## config.mk

```make
export PLATFORM = sky130hd
export DESIGN_NAME = sha256_round_ctrl
export DESIGN_NICKNAME = d
export VERILOG_FILES = /design/src/rtl/sha256_round_ctrl.sv
export SDC_FILE = /design/constraint.sdc
export NUM_CORES = 1
export LEC_CHECK = 0
export ABC_CLOCK_PERIOD_IN_PS = 1000
export CAP_MARGIN = 20
export CORE_AREA = 8 8 45 47
export DETAILED_ROUTE_END_ITERATION = 10
export DIE_AREA = 0 0 53 55
export RECOVER_POWER = 25
export SYNTH_ARGS = -nofsm -noshare
export SYNTH_HDL_FRONTEND = slang
export SYNTH_SLANG_ARGS = --single-unit
```

## constraint.sdc

```tcl
create_clock -name i_clk -period 1 [get_ports i_clk]
set_input_delay 0.15 -clock i_clk [delete_from_list [all_inputs] [get_ports i_clk]]
set_output_delay 0.15 -clock i_clk [all_outputs]
set_load 0.05 [all_outputs]
```

## src/rtl/sha256_round_ctrl.sv

```systemverilog
// Sequencing FSM for one SHA-256 compression pass: round counter control, message-word
// intake gating, schedule select, hash init/update strobes and multi-block chaining.
module sha256_round_ctrl #(
  parameter int unsigned ROUNDS    = 64,
  parameter int unsigned MSG_WORDS = 16,
  parameter int unsigned J_W       = 7
) (
  input  logic           i_clk,
  input  logic           i_rst,
  input  logic           i_start,
  input  logic           i_first,
  input  logic           i_last,
  input  logic           i_abort,
  input  logic           i_msg_valid,
  input  logic [J_W-1:0] j,
  output logic           clr_j,
  output logic           cnt_j_en,
  output logic           o_msg_ready,
  output logic           o_w_sel,
  output logic           o_round_en,
  output logic           o_load_iv,
  output logic           o_load_work,
  output logic           o_hash_upd,
  output logic           o_busy,
  output logic           o_done
);

  localparam logic [J_W-1:0] LastJ = J_W'(ROUNDS - 1);
  localparam logic [J_W-1:0] MsgW  = J_W'(MSG_WORDS);

  typedef enum logic [2:0] {
    StIdle,
    StInit,
    StRound,
    StUpdate,
    StDone
  } state_e;

  state_e state_q, state_d;
  logic   first_q, last_q;

  always_ff @(posedge i_clk or negedge i_rst) begin
    if (!i_rst) begin
      state_q <= StIdle;
      first_q <= 1'b0;
      last_q  <= 1'b0;
    end else begin
      state_q <= state_d;
      if (state_q == StIdle && i_start && !i_abort) begin
        first_q <= i_first;
        last_q  <= i_last;
      end
    end
  end

  always_comb begin
    state_d     = state_q;
    clr_j       = 1'b0;
    cnt_j_en    = 1'b0;
    o_msg_ready = 1'b0;
    o_w_sel     = 1'b0;
    o_round_en  = 1'b0;
    o_load_iv   = 1'b0;
    o_load_work = 1'b0;
    o_hash_upd  = 1'b0;
    o_busy      = 1'b1;
    o_done      = 1'b0;

    unique case (state_q)
      StIdle: begin
        o_busy = 1'b0;
        clr_j  = 1'b1;
        if (i_start && !i_abort) state_d = StInit;
      end
      StInit: begin
        o_load_iv   = first_q;
        o_load_work = ~first_q;
        state_d     = StRound;
      end
      StRound: begin
        if (j < MsgW) begin
          o_msg_ready = 1'b1;
          o_round_en  = i_msg_valid;
        end else begin
          o_w_sel    = 1'b1;
          o_round_en = 1'b1;
        end
        // Out-of-range j is folded into the last-round case so j can never wrap.
        if (j >= LastJ) begin
          if (o_round_en) state_d = StUpdate;
        end else begin
          cnt_j_en = o_round_en;
        end
      end
      StUpdate: begin
        o_hash_upd = 1'b1;
        clr_j      = 1'b1;
        state_d    = last_q ? StDone : StIdle;
      end
      StDone: begin
        o_done  = 1'b1;
        clr_j   = 1'b1;
        state_d = StIdle;
      end
      default: begin
        clr_j   = 1'b1;
        state_d = StIdle;
      end
    endcase

    if (i_abort && state_q != StIdle) begin
      state_d     = StIdle;
      clr_j       = 1'b1;
      cnt_j_en    = 1'b0;
      o_round_en  = 1'b0;
      o_hash_upd  = 1'b0;
      o_done      = 1'b0;
      o_load_iv   = 1'b0;
      o_load_work = 1'b0;
    end
  end

endmodule
```

==> results of run 1 <==
## per-stage QoR
step | setup TNS (ps) | instance area, um^2 | util
floorplan | -2940 | 414 | -
global placement | -5590 | 811 | 0.586
detailed placement | -5640 | 811 | 0.586
CTS | -5230 | 880 | 0.636
global route | -6390 | 932 | 0.674
finish | -5680 | 932 | 0.674
## cell families after synthesis
kind of cell	after synthesis	share of synthesized area
compound gates	4	0.101
xor+xnor	1	0.0262
buf+inv	3	0.0374
flops	5	0.375
mux	2	0.0674
simple gates	18	0.393
## cell usage after synthesis
library cell,count
and4_1,1
nor3_1,3
buf_2,1
nor3b_2,1
nor4b_1,1
or3_1,1
nor2_1,2
inv_1,2
nor4_1,1
a211oi_1,1
nor3_2,1
dfrtp_1,5
nand2b_2,1
and4b_1,1
mux2_2,2
a2111oi_2,1
and4bb_2,1
and2_1,2
o21ai_0,1
a31oi_1,1
nand3_1,1
xnor2_1,1
nor3b_1,1
## critical path: cells and delay by family, from the launching register on
family	cells	cell delay [ps]
flops	1	480
buf+inv	2	320
simple gates	1	320
## registers in the layout (all words and copies together) (netlist names)
name and count:
last_q 1, state_q 3, first_q 1
## where the power goes
| group | internal, mW | switching [mW] | leakage (nW) | total (mW) |
|---|---|---|---|---|
| clock | 0.151 | 0.0865 | 0.0150 | 0.238 |
| combinational | 0.272 | 0.270 | 0.325 | 0.543 |
| sequential | 0.239 | 0.0450 | 0.0610 | 0.284 |
## worst paths after layout
path	startpoint	to	slack (ps)	cells after the start
setup / recovery	state_q[0]$_DFFE_PN0P_	o_busy	-520	3
hold / removal	i_rst	first_q$_DFFE_PN0P_	200	1
setup reg to reg	state_q[0]$_DFFE_PN0P_	last_q$_DFFE_PN0P_	-430	5
hold reg to reg	last_q$_DFFE_PN0P_	state_q[2]$_DFFE_PN0P_	490	1
max in group asynchronous	i_rst	state_q[0]$_DFFE_PN0P_	580	1
min in group i_clk	i_abort	state_q[0]$_DFFE_PN0P_	430	5
## per-layer routing
layer	track usage	vias to the layer above	wire length, um
li1	-	207	-
met1	0.104	210	485
met5	0	-	0
met4	0.0388	0	0
met2	0.160	20	806
met3	0.0535	0	124
## layout make-up
cell class                      instances  share of cell area
Clock buffer                            4              0.0282
Inverter                                2             0.00805
Multi-Input combinational cell         25               0.344
Sequential cell                         5               0.137
Tap cell                               16              0.0215
Timing Repair Buffer                   37               0.462
## repair_timing
action	CTS	global route
setup endpoints to repair	15	15
setup buffers	1	3
gates resized for setup	16	11
hold endpoints to repair	0	0
pin swaps	10	6
==> impl_metrics.json, run 1 <==
{
  "power.total_mw": 1.06,
  "die_h_um": 55,
  "period_share": 1.52,
  "rsz0062_at_grt": "true",
  "clock-sinks": 5,
  "path_max_fanout": 6,
  "via_per_inst": 4.91,
  "powerDensity_nw_per_um2": 1140,
  "vias": 437,
  "final_cell_mix": "buf_4, buf_12, dlygate4sd2_1, buf_6, clkdlybuf4s50_1",
  "multi_input_area_um2": 320,
  "area_delta_synth_final_pct": 179,
  "grt_max_degree": 10,
  "rows": 14,
  "clkLatencyLatePin_ps": 240,
  "hpwl_um": 1040,
  "fmax_ghz": 0.659,
  "ys_seq_elements": 5,
  "syn_avg_cell_area_um2": 10.1,
  "worst_pin_slew_ps": 319,
  "crit_arrival_ps": 1370,
  "fillers": 105,
  "nets": 88,
  "preCtsSetupSlack_ps": -612,
  "p_leak_nw": 0.401,
  "synth_top_area_frac": 0.375,
  "wire_per_inst_um": 15.9,
  "cts_hold_buf": 0,
  "path_class": "register to primary output",
  "synth_seq_area_share": 0.375,
  "track_usage": 0.0981,
  "skew_ps": 4.34,
  "end_kind": "primary output",
  "slowest_stage": "dfrtp_2",
  "hold_violations": 0,
  "io_buffers": 23,
  "timing.hold.ws_ps": 203,
  "synth_warnings": 0,
  "first_global_vias": 503,
  "drt-initial-drc-count": 7,
  "required_ps": 850,
  "dp.cells": 82,
  "routed_wirelength_um": 1420,
  "cts_tree": "built",
  "synth_cell_types": 23,
  "setup_viol": 14,
  "yosys.area.top_type": "dfrtp_1",
  "syn-cell-area_um2": 334,
  "fin_crit_ps": 1520,
  "cp_common_cell": "buf_6",
  "slew_headroom": 0.787,
  "grt-ovfl-total": 0,
  "setup_slack_ps": -518,
  "fp.dieArea_um2": 2920,
  "synth_cells": 33,
  "vdd_drop_max_uv": 961,
  "num_antenna_cells": 0,
  "cap_violations": 0,
  "regArea_um2": 128,
  "htree_levels": 1,
  "drc": 0,
  "run_status": "complete, but fails checks",
  "initial_utilization": 0.241,
  "cts_root_buf": "clkbuf_4",
  "die_w_um": 53,
  "path_cells": "buf_6 > or3_1 > buf_6",
  "syn-num-nets": 47,
  "drive_gt1_frac": 0.699,
  "ant_nets": 0,
  "layout_commonest_cell": "buf_4",
  "grt_pass1_wl_um": 2170,
  "clk_pin_slew_ps": 50,
  "cpPeakStageDelay_ps": 480,
  "gp_congestion": 0.731,
  "final_cells": 89,
  "failed_checks": "negative setup slack",
  "hold_class": "input pin to asynchronous set/reset pin",
  "antenna_found_initial": 0,
  "clock_path_buffers": 2,
  "floorplan.io_pins": 24,
  "dr.pass1.iters": 4,
  "cp-start-kind": "register",
  "maxSlewViolCount": 0,
  "numCtsBuffers": 3,
  "coreArea_um2": 1380,
  "synth_area_leaders": "dfrtp_1, mux2_2, nor3_1, a2111oi_2, and2_1"
}
Power figures use the tool's default switching activity.
==> inputs of run 2 (changes only) <==
Settings changed: CORE_AREA 8 8 45 47 to 5 5 42 44, DIE_AREA 0 0 53 55 to 0 0 47 49.
==> run 2 against run 1 <==
Effect of this change: the flow still finishes with violations (negative setup slack); final area shrank 5.4%; die area shrank 21%; routed wire length shrank 22%; via count shrank 8.2%; global-route usage grew 1.2 points; critical endpoint is now o_load_work.
==> impl_metrics.json, run 2 (synthesized netlist as in run 1, its figures left out) <==
{
  "coreArea_um2": 1400,
  "path_class": "register to primary output",
  "cpPeakStageDelay_ps": 370,
  "vdd_drop_max_uv": 681,
  "die_h_um": 49,
  "timing.hold.ws_ps": 200,
  "slew_headroom": 0.748,
  "area_delta_synth_final_pct": 164,
  "fin_crit_ps": 1480,
  "antenna_found_initial": 0,
  "hpwl_um": 891,
  "wire_per_inst_um": 12.8,
  "reg2reg_slack_ps": -330,
  "grt_max_degree": 8,
  "cts_hold_buf": 0,
  "drc": 0,
  "period_share": 1.48,
  "setup_slack_ps": -482,
  "crit_buf_inv": 2,
  "end_kind": "primary output",
  "final_core_util": 0.629,
  "top_register": "state_q",
  "dp.cells": 80,
  "htree_levels": 1,
  "critical_path.top_delay_family": "simple AND/OR/NAND/NOR gates",
  "setup_viol": 14,
  "floorplan.io_pins": 24,
  "maxSlewViolCount": 0,
  "initial_utilization": 0.238,
  "clock_path_buffers": 2,
  "p_leak_nw": 0.357,
  "slowest_stage": "dfrtp_1",
  "fillers": 121,
  "routed_wirelength_um": 1100,
  "hold_violations": 0,
  "cts_tree": "built",
  "path_cells": "buf_4 > nor2_2 > and4bb_2 > buf_12",
  "die_w_um": 47,
  "final_cell_mix": "clkdlybuf4s50_1, buf_12, buf_4",
  "skew_ps": 0.524,
  "cts_root_buf": "clkbuf_4",
  "cp-start-kind": "register",
  "clock-sinks": 5,
  "setup_tns_ps": -5380,
  "cap_violations": 0,
  "timing.rr.end": "first_q$_DFFE_PN0P_",
  "clkLatencyLatePin_ps": 240,
  "powerDensity_nw_per_um2": 1150,
  "largest_register_ffs": 3,
  "power.total_mw": 1.02,
  "crit_arrival_ps": 1330,
  "nets": 85,
  "fp.dieArea_um2": 2300,
  "path_max_fanout": 5,
  "drt-initial-drc-count": 5,
  "clk_pin_slew_ps": 40,
  "io_buffers": 23,
  "grt-ovfl-total": 0,
  "vias": 401,
  "via_per_inst": 4.66,
  "first_global_vias": 430,
  "gp_congestion": 0.628,
  "drive_gt1_frac": 0.643,
  "worst-r2r-cell-count": 5,
  "num_antenna_cells": 0,
  "numCtsBuffers": 3,
  "ant_nets": 0,
  "track_usage": 0.110,
  "failed_checks": "negative setup slack",
  "grt_pass1_wl_um": 1840,
  "run_status": "complete, but fails checks",
  "rsz0062_at_grt": "true",
  "worst_pin_slew_ps": 377,
  "hold_class": "input pin to asynchronous set/reset pin",
  "required_ps": 850,
  "r2r_start": "state_q[0]$_DFFE_PN0P_",
  "final_cells": 86,
  "rows": 14,
  "reg_top3": "state_q x3, first_q x1, last_q x1",
  "dr.pass1.iters": 2,
  "fmax_ghz": 0.675
}
## run 2: cell types whose count changed in the layout (fill, tap and decap cells not counted), sizes merged
cell,delta
buf,-3
clkdlybuf4s50,+4
dlymetal6s2s,-3
dlygate4sd2,-1
## run 2: layout make-up
cell class	count	area, um^2	area share
Tap cell	16	20.0	0.0227
Multi-Input combinational cell	25	299	0.339
Inverter	2	7.51	0.00851
Clock buffer	4	26.3	0.0298
Sequential cell	5	128	0.145
Timing Repair Buffer	34	402	0.455
## run 2: power breakdown
part	switching [mW]	internal, mW	leakage (nW)	total (mW)
clock	0.0777	0.151	0.0150	0.228
sequential	0.0446	0.239	0.0610	0.284
combinational	0.247	0.259	0.281	0.506
## run 2: per-layer routing
metal  up-vias  wire [um]  track usage
li1        203          -            -
met1       191        446        0.138
met2         7        601        0.167
met3         0         50       0.0185
met4         0          0       0.0691
met5         -          0            0
## run 2: worst max-delay path by stage
stage                      startpoint                     end  slack [ps]  cells past startpoint
6_report       state_q[2]$_DFFE_PN0P_             o_load_work        -480                      4
3_5_place_dp                  i_abort                  o_done        -510                      4
5_1_grt        state_q[1]$_DFFE_PN0P_             o_msg_ready        -550                      4
3_3_place_gp                     j[5]             o_msg_ready        -510                      4
2_1_floorplan  state_q[2]$_DFFE_PN0P_  state_q[2]$_DFFE_PN0P_        -400                      3
4_1_cts        state_q[2]$_DFFE_PN0P_             o_load_work        -520                      4
## run 2: repair_timing
item                                    4_1_cts  5_1_grt
pin swaps                                    11        3
gates resized for setup                      14        5
endpoints found under the setup margin       15       14
endpoints found under the hold margin         0        0
gates cloned                                  0        0
buffers inserted                              2        0
## run 2: through the flow
| stage | setup WS, ps | area, um^2 |
|---|---|---|
| final | -482 | 882 |
| after global routing | -549 | 882 |
| after CTS | -518 | 862 |
| after detailed placement | -515 | 796 |
| after global placement | -512 | 796 |
| after floorplan | -401 | 414 |
==> inputs of run 3 (changes only) <==
Settings changed: SKIP_CTS_REPAIR_TIMING set to 1.
==> run 3 against run 2 <==
Effect of this change: the run still ends with negative setup slack left; via count is 1.5% lower; clock power hardly changed; utilization rose by 1.2 points; fmax is 0.38% lower; non-clock buffer count unchanged; worst setup slack worse by 5.6 ps; sequential cell count stayed put; sequential power is 1% lower; critical path type unchanged.
==> impl_metrics.json, run 3 (synthesized netlist as in run 1, its figures left out) <==
{
  "setup_viol": 14,
  "setup_tns_ps": -5160,
  "num_antenna_cells": 0,
  "final_core_util": 0.642,
  "failed_checks": "negative setup slack",
  "grt-ovfl-total": 0,
  "rsz0062_at_grt": "true",
  "power.total_mw": 1.01,
  "hold_violations": 0,
  "powerDensity_nw_per_um2": 1120,
  "clkLatencyLatePin_ps": 240,
  "top_register": "state_q",
  "fp.dieArea_um2": 2300,
  "combinationalPowerShare": 0.498,
  "cts_tree": "built",
  "routed_wirelength_um": 1110,
  "vdd_drop_max_uv": 693,
  "path_max_fanout": 6,
  "io_buffers": 23,
  "path_class": "register to primary output",
  "clk_pin_slew_ps": 40,
  "end_kind": "primary output",
  "floorplan.io_pins": 24,
  "area_delta_synth_final_pct": 169,
  "antenna_found_initial": 0,
  "largest_register_ffs": 3,
  "preCtsSetupSlack_ps": -515,
  "initial_utilization": 0.238,
  "hpwl_um": 891,
  "drt-initial-drc-count": 5,
  "p_int_mw": 0.645,
  "rows": 14,
  "track_usage": 0.105,
  "fin_crit_ps": 1490,
  "fillers": 119,
  "slew_headroom": 0.767,
  "wire_per_inst_um": 12.9,
  "crit_arrival_ps": 1340,
  "clock_path_buffers": 2,
  "die_h_um": 49,
  "via_per_inst": 4.59,
  "cp-start-kind": "register",
  "hold_class": "input pin to asynchronous set/reset pin",
  "grt_pass1_wl_um": 1730,
  "dr.pass1.iters": 2,
  "seqPwrFrac": 0.277,
  "period_share": 1.49,
  "first_global_vias": 414,
  "die_w_um": 47,
  "fmax_ghz": 0.672,
  "cap_violations": 0,
  "htree_levels": 1,
  "run_status": "complete, but fails checks",
  "ant_nets": 0,
  "gp_congestion": 0.628,
  "drc": 0,
  "p_leak_nw": 0.395,
  "switching_share": 0.361,
  "final_cell_mix": "buf_4, clkdlybuf4s50_1, buf_12",
  "maxSlewViolCount": 0,
  "layout_commonest_cell": "buf_4",
  "coreArea_um2": 1400,
  "vias": 395,
  "setup_slack_ps": -487,
  "worst_pin_slew_ps": 348,
  "required_ps": 850,
  "nets": 85,
  "grt_max_degree": 11,
  "reg_top3": "state_q x3, first_q x1, last_q x1",
  "skew_ps": 0.228,
  "drive_gt1_frac": 0.643,
  "cts_root_buf": "clkbuf_4",
  "switchingPower_mw": 0.365,
  "clock-sinks": 5,
  "p_clk_frac": 0.225,
  "numCtsBuffers": 3
}
==> run 3: worst paths after layout <==
kind	from	to	slack, ps	cells after the start
setup / recovery	state_q[0]$_DFFE_PN0P_	o_done	-490	3
hold / removal	i_rst	first_q$_DFFE_PN0P_	200	1
setup reg to reg	state_q[0]$_DFFE_PN0P_	last_q$_DFFE_PN0P_	-260	4
hold reg to reg	last_q$_DFFE_PN0P_	state_q[2]$_DFFE_PN0P_	480	1
max in group asynchronous	i_rst	state_q[1]$_DFFE_PN0P_	600	1
min in group i_clk	i_abort	state_q[0]$_DFFE_PN0P_	430	4
==> run 3: critical path: stages (launching register included) <==
cell	delay [ps]
dfrtp_2	460
buf_6	160
nor4b_4	300
buf_12	180
==> run 3: layout make-up <==
class / instances / area (um^2) / area share
Sequential cell: 5 / 128 / 0.142
Timing Repair Buffer: 34 / 420 / 0.467
Inverter: 2 / 7.51 / 0.00834
Multi-Input combinational cell: 25 / 298 / 0.331
Tap cell: 16 / 20.0 / 0.0223
Clock buffer: 4 / 26.3 / 0.0292
==> run 3: layer usage <==
layer / vias to the layer above / track usage / wire length (um)
li1: 199 / - / -
met1: 189 / 0.127 / 442
met2: 7 / 0.161 / 620
met3: 0 / 0.0185 / 50
met4: 0 / 0.0691 / 0
met5: - / 0 / 0
==> run 3: metrics by stage <==
stage	area, um^2	std cells	hold WS [ps]
floorplan	414	33	-146
global placement	796	80	385
detailed placement	796	80	389
CTS	822	84	129
global route	900	86	205
finish	900	86	200
==> run 3: power groups by stage <==
stage,Sequential [mW],Combinational [mW],Clock (mW)
floorplan,0.267,0.266,0
global placement,0.286,0.453,0
detailed placement,0.290,0.457,0
CTS,0.287,0.458,0.243
global route,0.288,0.529,0.255
finish,0.280,0.503,0.227
